$ cat src/rtl/alu_seq_pkg.sv
// Shared types and widths for the ALU command sequencer.
// Contents:
//   OP_W, MODE_W, RES_W, TAG_W : operand, mode, result and tag widths
//   cmd_t                      : one buffered command (tag field only with ALU_SEQ_TAG_EN)
//   seq_state_t                : sequencer FSM states
// Optional feature macro: ALU_SEQ_TAG_EN
package alu_seq_pkg;

  localparam int unsigned OP_W   = 4;
  localparam int unsigned MODE_W = 2;
  localparam int unsigned RES_W  = 5;
  localparam int unsigned TAG_W  = 8;

  typedef struct packed {
    logic [OP_W-1:0]   a;
    logic [OP_W-1:0]   b;
    logic [MODE_W-1:0] mode;
`ifdef ALU_SEQ_TAG_EN
    logic [TAG_W-1:0]  tag;
`endif
  } cmd_t;

  typedef enum logic [1:0] {
    IDLE = 2'd0,
    WAIT = 2'd1,
    HOLD = 2'd2
  } seq_state_t;

endpackage

$ cat src/rtl/alu_cmd_sequencer_if.sv
// Bus bundle between a command producer / ALU / result consumer and the sequencer.
// Signals:
//   cmd_valid/cmd_ready/cmd_a/cmd_b/cmd_mode : command port
//   alu_a/alu_b/alu_mode/alu_y               : ALU operand drive and result return
//   res_valid/res_ready/res_y/res_mode       : result port
//   busy                                     : sequencer has work queued or in flight
//   res_tag                                  : accept-order tag (only with ALU_SEQ_TAG_EN)
// Modports: slave = sequencer side, master = environment side.
interface alu_cmd_sequencer_if;
  import alu_seq_pkg::*;

  logic              cmd_valid;
  logic              cmd_ready;
  logic [OP_W-1:0]   cmd_a;
  logic [OP_W-1:0]   cmd_b;
  logic [MODE_W-1:0] cmd_mode;

  logic [OP_W-1:0]   alu_a;
  logic [OP_W-1:0]   alu_b;
  logic [MODE_W-1:0] alu_mode;
  logic [RES_W-1:0]  alu_y;

  logic              res_valid;
  logic              res_ready;
  logic [RES_W-1:0]  res_y;
  logic [MODE_W-1:0] res_mode;
  logic              busy;
`ifdef ALU_SEQ_TAG_EN
  logic [TAG_W-1:0]  res_tag;
`endif

  modport slave (
    input  cmd_valid, cmd_a, cmd_b, cmd_mode, alu_y, res_ready,
`ifdef ALU_SEQ_TAG_EN
    output res_tag,
`endif
    output cmd_ready, alu_a, alu_b, alu_mode, res_valid, res_y, res_mode, busy
  );

  modport master (
    output cmd_valid, cmd_a, cmd_b, cmd_mode, alu_y, res_ready,
`ifdef ALU_SEQ_TAG_EN
    input  res_tag,
`endif
    input  cmd_ready, alu_a, alu_b, alu_mode, res_valid, res_y, res_mode, busy
  );

endinterface

$ cat src/rtl/alu_cmd_fifo.sv
// Synchronous command FIFO, DEPTH entries of cmd_t, first-word-fall-through read.
// Ports:
//   clk, rst       : clock, synchronous active-high reset
//   i_push, i_data : write request and data (ignored when full)
//   i_pop          : read request (ignored when empty); o_data is the current head
//   o_full/o_empty : status
//   o_count        : number of stored entries
// DEPTH must be a power of two so the pointers wrap naturally.
module alu_cmd_fifo
  import alu_seq_pkg::*;
#(
  parameter  int unsigned DEPTH = 4,
  localparam int unsigned PtrW  = $clog2(DEPTH),
  localparam int unsigned CntW  = $clog2(DEPTH + 1)
) (
  input  logic            clk,
  input  logic            rst,
  input  logic            i_push,
  input  cmd_t            i_data,
  input  logic            i_pop,
  output cmd_t            o_data,
  output logic            o_full,
  output logic            o_empty,
  output logic [CntW-1:0] o_count
);

  cmd_t            r_mem [DEPTH];
  logic [PtrW-1:0] r_wr_ptr;
  logic [PtrW-1:0] r_rd_ptr;
  logic [CntW-1:0] r_count;

  logic w_push;
  logic w_pop;

  assign o_full  = (r_count == CntW'(DEPTH));
  assign o_empty = (r_count == '0);
  assign o_count = r_count;
  assign o_data  = r_mem[r_rd_ptr];

  assign w_push = i_push && !o_full;
  assign w_pop  = i_pop && !o_empty;

  always_ff @(posedge clk) begin
    if (rst) begin
      r_wr_ptr <= '0;
      r_rd_ptr <= '0;
      r_count  <= '0;
    end else begin
      if (w_push) r_wr_ptr <= r_wr_ptr + 1'b1;
      if (w_pop)  r_rd_ptr <= r_rd_ptr + 1'b1;
      if (w_push && !w_pop) begin
        r_count <= r_count + 1'b1;
      end else if (w_pop && !w_push) begin
        r_count <= r_count - 1'b1;
      end
    end
  end

  // Storage needs no reset: the pointers and count define which entries are live.
  always_ff @(posedge clk) begin
    if (w_push) r_mem[r_wr_ptr] <= i_data;
  end

endmodule

$ cat src/rtl/alu_cmd_sequencer.sv
// Upstream feeder for a clocked 4-bit ALU. Buffers commands in a FIFO, drives one op at a
// time into the ALU, waits out the ALU latency, captures Y and offers it on a result port.
// Parameters:
//   DEPTH   : command FIFO entries (power of two, >= 2)
//   ALU_LAT : cycles from ALU operand drive to valid Y (>= 1)
// Ports:
//   clk, rst : clock, synchronous active-high reset
//   bus      : alu_cmd_sequencer_if.slave (command, ALU and result signals, busy)
// Optional feature macro: ALU_SEQ_TAG_EN adds an 8-bit accept-order tag per command,
// returned on bus.res_tag alongside each result.
module alu_cmd_sequencer
  import alu_seq_pkg::*;
#(
  parameter int unsigned DEPTH   = 4,
  parameter int unsigned ALU_LAT = 1
) (
  input logic               clk,
  input logic               rst,
  alu_cmd_sequencer_if.slave bus
);

  localparam int unsigned CntW     = $clog2(ALU_LAT + 1);
  localparam int unsigned FifoCntW = $clog2(DEPTH + 1);

  seq_state_t        r_state;
  logic [CntW-1:0]   r_cnt;
  logic [OP_W-1:0]   r_alu_a;
  logic [OP_W-1:0]   r_alu_b;
  logic [MODE_W-1:0] r_alu_mode;
  logic              r_res_valid;
  logic [RES_W-1:0]  r_res_y;
  logic [MODE_W-1:0] r_res_mode;

  cmd_t                w_push_data;
  cmd_t                w_head;
  logic                w_full;
  logic                w_empty;
  logic                w_pop;
  logic [FifoCntW-1:0] w_count;

`ifdef ALU_SEQ_TAG_EN
  logic [TAG_W-1:0] r_acc_cnt;
  logic [TAG_W-1:0] r_alu_tag;
  logic [TAG_W-1:0] r_res_tag;

  // Accept counter wraps 255 -> 0 by natural overflow.
  always_ff @(posedge clk) begin
    if (rst) begin
      r_acc_cnt <= '0;
    end else if (bus.cmd_valid && !w_full) begin
      r_acc_cnt <= r_acc_cnt + 1'b1;
    end
  end

  assign bus.res_tag = r_res_tag;
`endif

  always_comb begin
    w_push_data      = '0;
    w_push_data.a    = bus.cmd_a;
    w_push_data.b    = bus.cmd_b;
    w_push_data.mode = bus.cmd_mode;
`ifdef ALU_SEQ_TAG_EN
    w_push_data.tag  = r_acc_cnt;
`endif
  end

  assign w_pop = (r_state == IDLE) && !w_empty;

  alu_cmd_fifo #(
    .DEPTH (DEPTH)
  ) u_fifo (
    .clk     (clk),
    .rst     (rst),
    .i_push  (bus.cmd_valid),
    .i_data  (w_push_data),
    .i_pop   (w_pop),
    .o_data  (w_head),
    .o_full  (w_full),
    .o_empty (w_empty),
    .o_count (w_count)
  );

  // The ALU registers its operands on the first edge after we drive them, so Y is only
  // safe to sample ALU_LAT edges after that: WAIT spans ALU_LAT + 1 edges in total.
  always_ff @(posedge clk) begin
    if (rst) begin
      r_state     <= IDLE;
      r_cnt       <= '0;
      r_alu_a     <= '0;
      r_alu_b     <= '0;
      r_alu_mode  <= '0;
      r_res_valid <= 1'b0;
      r_res_y     <= '0;
      r_res_mode  <= '0;
`ifdef ALU_SEQ_TAG_EN
      r_alu_tag   <= '0;
      r_res_tag   <= '0;
`endif
    end else begin
      unique case (r_state)
        IDLE: begin
          if (!w_empty) begin
            r_alu_a    <= w_head.a;
            r_alu_b    <= w_head.b;
            r_alu_mode <= w_head.mode;
`ifdef ALU_SEQ_TAG_EN
            r_alu_tag  <= w_head.tag;
`endif
            r_cnt      <= CntW'(ALU_LAT);
            r_state    <= WAIT;
          end
        end
        WAIT: begin
          if (r_cnt == '0) begin
            r_res_y     <= bus.alu_y;
            r_res_mode  <= r_alu_mode;
`ifdef ALU_SEQ_TAG_EN
            r_res_tag   <= r_alu_tag;
`endif
            r_res_valid <= 1'b1;
            r_state     <= HOLD;
          end else begin
            r_cnt <= r_cnt - 1'b1;
          end
        end
        HOLD: begin
          if (bus.res_ready) begin
            r_res_valid <= 1'b0;
            r_state     <= IDLE;
          end
        end
        default: r_state <= IDLE;
      endcase
    end
  end

  assign bus.cmd_ready = !w_full;
  assign bus.alu_a     = r_alu_a;
  assign bus.alu_b     = r_alu_b;
  assign bus.alu_mode  = r_alu_mode;
  assign bus.res_valid = r_res_valid;
  assign bus.res_y     = r_res_y;
  assign bus.res_mode  = r_res_mode;
  assign bus.busy      = (w_count != '0) || (r_state != IDLE);

endmodule

$ cat src/flat_wrapper.sv
// flat-port wrapper written by rule: the top's interface ports become plain ports
module alu_cmd_sequencer_flat import alu_seq_pkg::*;
#(
  parameter int unsigned DEPTH   = 4,
  parameter int unsigned ALU_LAT = 1
)
  (clk, rst, bus_cmd_valid, bus_cmd_a, bus_cmd_b, bus_cmd_mode, bus_alu_y, bus_res_ready, bus_cmd_ready, bus_alu_a, bus_alu_b, bus_alu_mode, bus_res_valid, bus_res_y, bus_res_mode, bus_busy);
  alu_cmd_sequencer_if bus_i ();
  input logic clk;
  input logic rst;
  input wire logic [$bits(bus_i.cmd_valid)-1:0] bus_cmd_valid;
  input wire logic [$bits(bus_i.cmd_a)-1:0] bus_cmd_a;
  input wire logic [$bits(bus_i.cmd_b)-1:0] bus_cmd_b;
  input wire logic [$bits(bus_i.cmd_mode)-1:0] bus_cmd_mode;
  input wire logic [$bits(bus_i.alu_y)-1:0] bus_alu_y;
  input wire logic [$bits(bus_i.res_ready)-1:0] bus_res_ready;
  output wire logic [$bits(bus_i.cmd_ready)-1:0] bus_cmd_ready;
  output wire logic [$bits(bus_i.alu_a)-1:0] bus_alu_a;
  output wire logic [$bits(bus_i.alu_b)-1:0] bus_alu_b;
  output wire logic [$bits(bus_i.alu_mode)-1:0] bus_alu_mode;
  output wire logic [$bits(bus_i.res_valid)-1:0] bus_res_valid;
  output wire logic [$bits(bus_i.res_y)-1:0] bus_res_y;
  output wire logic [$bits(bus_i.res_mode)-1:0] bus_res_mode;
  output wire logic [$bits(bus_i.busy)-1:0] bus_busy;
  assign bus_i.cmd_valid = bus_cmd_valid;
  assign bus_i.cmd_a = bus_cmd_a;
  assign bus_i.cmd_b = bus_cmd_b;
  assign bus_i.cmd_mode = bus_cmd_mode;
  assign bus_i.alu_y = bus_alu_y;
  assign bus_i.res_ready = bus_res_ready;
  assign bus_cmd_ready = bus_i.cmd_ready;
  assign bus_alu_a = bus_i.alu_a;
  assign bus_alu_b = bus_i.alu_b;
  assign bus_alu_mode = bus_i.alu_mode;
  assign bus_res_valid = bus_i.res_valid;
  assign bus_res_y = bus_i.res_y;
  assign bus_res_mode = bus_i.res_mode;
  assign bus_busy = bus_i.busy;
  alu_cmd_sequencer #(.DEPTH(DEPTH), .ALU_LAT(ALU_LAT)) u_core (.clk(clk), .rst(rst), .bus(bus_i));
endmodule
$ cat config.mk
export PLATFORM = sky130hd
export DESIGN_NAME = alu_cmd_sequencer_flat
export DESIGN_NICKNAME = d
export VERILOG_FILES = /design/src/rtl/alu_seq_pkg.sv /design/src/rtl/alu_cmd_sequencer_if.sv /design/src/rtl/alu_cmd_fifo.sv /design/src/rtl/alu_cmd_sequencer.sv /design/src/flat_wrapper.sv
export SDC_FILE = /design/constraint.sdc
export NUM_CORES = 1
export LEC_CHECK = 0
export CORE_MARGIN = 5
export CORE_UTILIZATION = 31
export CTS_CLUSTER_DIAMETER = 30
export DETAILED_ROUTE_END_ITERATION = 12
export PLACE_DENSITY = 0.51
export SLEW_MARGIN = 10
export SYNTH_ARGS = -nofsm -noshare
export SYNTH_HDL_FRONTEND = slang
export SYNTH_SLANG_ARGS = --single-unit
$ cat constraint.sdc
create_clock -name clk -period 2.45 [get_ports clk]
set_clock_uncertainty 0.05 [all_clocks]
set_input_delay 0.6125 -clock clk [delete_from_list [all_inputs] [get_ports clk]]
set_output_delay 0.6125 -clock clk [all_outputs]
set_load 0.05 [all_outputs]
==> impl_metrics.toml <==
[cts]
cts_tree = "done"
cts_stage_hold_buffer_count = 0
cts.clk_slew.worst_paths_ns = 0.08
clock_tree.root_cell = "sky130_fd_sc_hd__clkbuf_8"
worst_skew_pair.late_latency_ns = 0.34
cts_post_setup_buffers_inserted = 0
max-clock-path-buffers = 2
cts_htree_levels = 3
cts_inserted_buffers = 9
cts-resized-gates = 1
cts_sinks = 68

[drt]
m1WireLength_microns = 2500
detailedRoute.firstPassIterationCount = 4
drc_errors = 0
highest_layer = "met4"
antenna_violating_nets_post_route = 0
routed-via-count = 1633
wl_per_cell_microns = 14.6
dr.first_iter.drc_count = 120
wl_met2_microns = 2250
route.met3.wl_microns = 292
avgViaCountPerCell = 4.63
wl_microns = 5160

[synth]
yosys_warnings = 0
syn-instance-count = 189
seq_total_area_yosys_pct = 65.8
ys_ff_latch = 68
yosysTopAreaCellShare_pct = 44.8
most_area_hungry_cell_type_in_the_yosys_netlist = "sky130_fd_sc_hd__edfxtp_1"
postSynthNetCount = 214
synthesis.area_sq_um = 2680
synthesis.area_per_instance_sq_um = 14.2
synth_area_leaders = "sky130_fd_sc_hd__edfxtp_1 45%, sky130_fd_sc_hd__dfxtp_1 21%, sky130_fd_sc_hd__mux4_2 5.9%"
count_of_different_cell_masters_after_synthesis = 30

[cells_and_area]
count_of_antenna_diodes_in_the_layout = 0
finalNetCount = 265
layout-area-overhead-vs-synth_pct = 27.1
layout_cell_share_with_drive_strength_beyond_1_pct = 15.1
final_common_cell = "sky130_fd_sc_hd__edfxtp_1"
top_library_cells_by_usage_in_the_layout_fill_and_taps_aside = "40 x sky130_fd_sc_hd__edfxtp_1, 36 x sky130_fd_sc_hd__clkdlybuf4s50_1, 28 x sky130_fd_sc_hd__dfxtp_1, 16 x sky130_fd_sc_hd__a21oi_1, 15 x sky130_fd_sc_hd__o21ai_0"
fillers = 829

[worst_setup_path]
critical_path.endpoint_type = "register"
crit-reg2reg-launch = "u_core.u_fifo.o_count[0]$_SDFFE_PP0P_"
critical_path.slowest_cell = "sky130_fd_sc_hd__clkdlybuf4s50_1"
reg2reg_setup_slack_ns = 0.20
r2r_end = "u_core.u_fifo.o_count[2]$_SDFFE_PP0P_"
arrival_ns = 2.55
timing.critical_path.cells = "clkdlybuf4s50_1 -> inv_1 -> nor2_1 -> ha_1 -> inv_1 -> fa_1 -> xor2_1 -> or3_1 -> a21oi_1"
crit_family = "adder cells"
crit_required_ns = 2.68
reg2reg_depth = 8
timing.critical_path.buf_inv = 3
worst-setup-path-type = "input pin to register"
longest_individual_stage_delay_on_the_worst_path_ns = 0.47
critical_path.most_common_cell = "sky130_fd_sc_hd__inv_1"
timing.critical_path.from_type = "input pin"
path_max_fanout = 3

[min_path]
worst_hold_path_type = "register to register"
whs_endpoint = "u_core.bus.alu_b[0]$_SDFFE_PP0P_"
min_from = "u_core.bus.alu_b[0]$_SDFFE_PP0P_"
min_path_cells = 2

[global_routing]
first_pass_grt_wire_length_microns = 8690
grt_pass1_vias = 1716
grt_antenna_before_repair = 0
global_route.overflow_total = 0
grt_max_degree = 19
global_route_usage_over_all_layers_pct = 11.0

[floorplanning]
fp-row-count = 34
die_x_microns = 103
fp.dieArea_sq_um = 10600
core_area_sq_um = 8550
die_extent_in_y_microns = 103
initial_utilization_pct = 31.3
floorplan.io_pins = 39

[sta]
finalHoldWorstSlack_ns = 0.433
tightest_slew_ns = 0.527
final-max-slew-violation-count = 0
hold_vio_cnt_final = 0
grt_setup_unrepaired = "false"
final_min_period_over_clock_period_pct = 94.5
max_slew_margin_pct = 64.8
clock.fmax_mhz = 432
timing.final.crit_period_ns = 2.32
setup_ws_ns = 0.134
tns_ns = 0
finalSetupViolCount = 0

[place]
preCtsSetupSlack_ns = -0.217
place.detailed.hpwl_microns = 3440
place.port_buffers = 38
gpl.final_weighted_congestion = 0.769

[flow_run]
max-cap-violations = 0

[power]
ir_worst_vdd_mv = 0.339
power-per-cell-area_nw_per_um2 = 1180
leakagePower_nw = 1.20
finalPower_mw = 4.03

[status]
result_of_the_run = "finished, final reports clean"
-- cell type report --
type                    count  area, sq um  share of cell area, %
clock buffers              10          128                   3.75
clock inverters             6         65.1                   1.91
inverters                   7         26.3                  0.772
multi-input cells         104          822                   24.1
flip-flops and latches     68         1760                   51.7
well taps                 108          135                   3.97
repair buffers             50          467                   13.7
-- metrics by stage --
step | instances | utilization (%) | area [sq um]
6_report | 353 | 39.8 | 3400
5_1_grt | 353 | 39.8 | 3400
4_1_cts | 353 | 39.8 | 3400
3_5_place_dp | 337 | 37.6 | 3210
3_3_place_gp | 337 | 37.6 | 3210
2_1_floorplan | 189 | - | 2680
-- routing by layer --
metal  GRT usage (%)  vias to the layer above
li1                -                      808
met1            14.3                      767
met2            16.7                       47
met3            3.65                       11
met4            4.78                        0
met5               0                        -
-- tightest hold or removal path, cell delays in order (launching register included) --
cell                      delay, ns
sky130_fd_sc_hd__dfxtp_1       0.31
sky130_fd_sc_hd__o21ai_0       0.07
sky130_fd_sc_hd__a21oi_1       0.06
-- how the worst max path moves through the flow --
stage	start	end	slack, ns	depth (start not counted)
CTS	bus_cmd_valid	u_core.u_fifo.o_count[2]$_SDFFE_PP0P_	0.14	9
detailed placement	bus_cmd_valid	u_core.u_fifo.o_count[2]$_SDFFE_PP0P_	-0.22	9
global route	u_core.u_fifo.o_count[0]$_SDFFE_PP0P_	bus_cmd_ready	0.008	3
global placement	bus_cmd_valid	u_core.u_fifo.o_count[2]$_SDFFE_PP0P_	-0.18	9
finish	bus_cmd_valid	u_core.u_fifo.o_count[2]$_SDFFE_PP0P_	0.13	9
floorplan	u_core.u_fifo.o_count[0]$_SDFFE_PP0P_	u_core.u_fifo.o_count[2]$_SDFFE_PP0P_	0.26	8
-- cells by family after synthesis --
family,count (synthesis),synth area share (%)
compound gates,34,6.59
mux,19,12.2
simple gates,43,8.13
buf+inv,17,3.55
xor+xnor,2,0.654
flops,68,65.8
fa+ha+maj,6,3.08
-- Yosys cell counts --
cell / n
sky130_fd_sc_hd__clkbuf_8: 2
sky130_fd_sc_hd__nor3_1: 1
sky130_fd_sc_hd__mux2i_1: 8
sky130_fd_sc_hd__mux4_1: 3
sky130_fd_sc_hd__mux2_1: 1
sky130_fd_sc_hd__a31oi_1: 1
sky130_fd_sc_hd__and3_1: 4
sky130_fd_sc_hd__or2_2: 1
sky130_fd_sc_hd__nor3b_1: 1
sky130_fd_sc_hd__buf_2: 3
sky130_fd_sc_hd__fa_1: 1
sky130_fd_sc_hd__ha_1: 5
sky130_fd_sc_hd__o21ai_0: 15
sky130_fd_sc_hd__nor2b_1: 1
sky130_fd_sc_hd__nand3_1: 13
sky130_fd_sc_hd__edfxtp_1: 40
sky130_fd_sc_hd__a22oi_1: 1
sky130_fd_sc_hd__nor3b_2: 1
sky130_fd_sc_hd__xor2_1: 2
sky130_fd_sc_hd__a21oi_1: 16
sky130_fd_sc_hd__buf_6: 1
sky130_fd_sc_hd__clkbuf_1: 4
sky130_fd_sc_hd__nor2_1: 14
sky130_fd_sc_hd__dfxtp_1: 28
sky130_fd_sc_hd__nand2_1: 3
sky130_fd_sc_hd__or3_1: 3
sky130_fd_sc_hd__inv_1: 7
sky130_fd_sc_hd__nand3b_1: 1
sky130_fd_sc_hd__o21bai_1: 1
sky130_fd_sc_hd__mux4_2: 7
-- registers in the layout (all words and copies together) (netlist names), 3 cells and up --
register / count
u_core.bus.alu_a: 4
u_core.bus.alu_b: 4
u_core.bus.res_y: 5
u_core.u_fifo.o_count: 3
u_core.u_fifo.r_mem: 40
-- power by group --
part	internal [mW]	switching, mW
Clock	0.470	0.426
Combinational	0.619	0.949
Sequential	1.42	0.140
Total	2.51	1.52
Power figures use the tool's default switching activity.
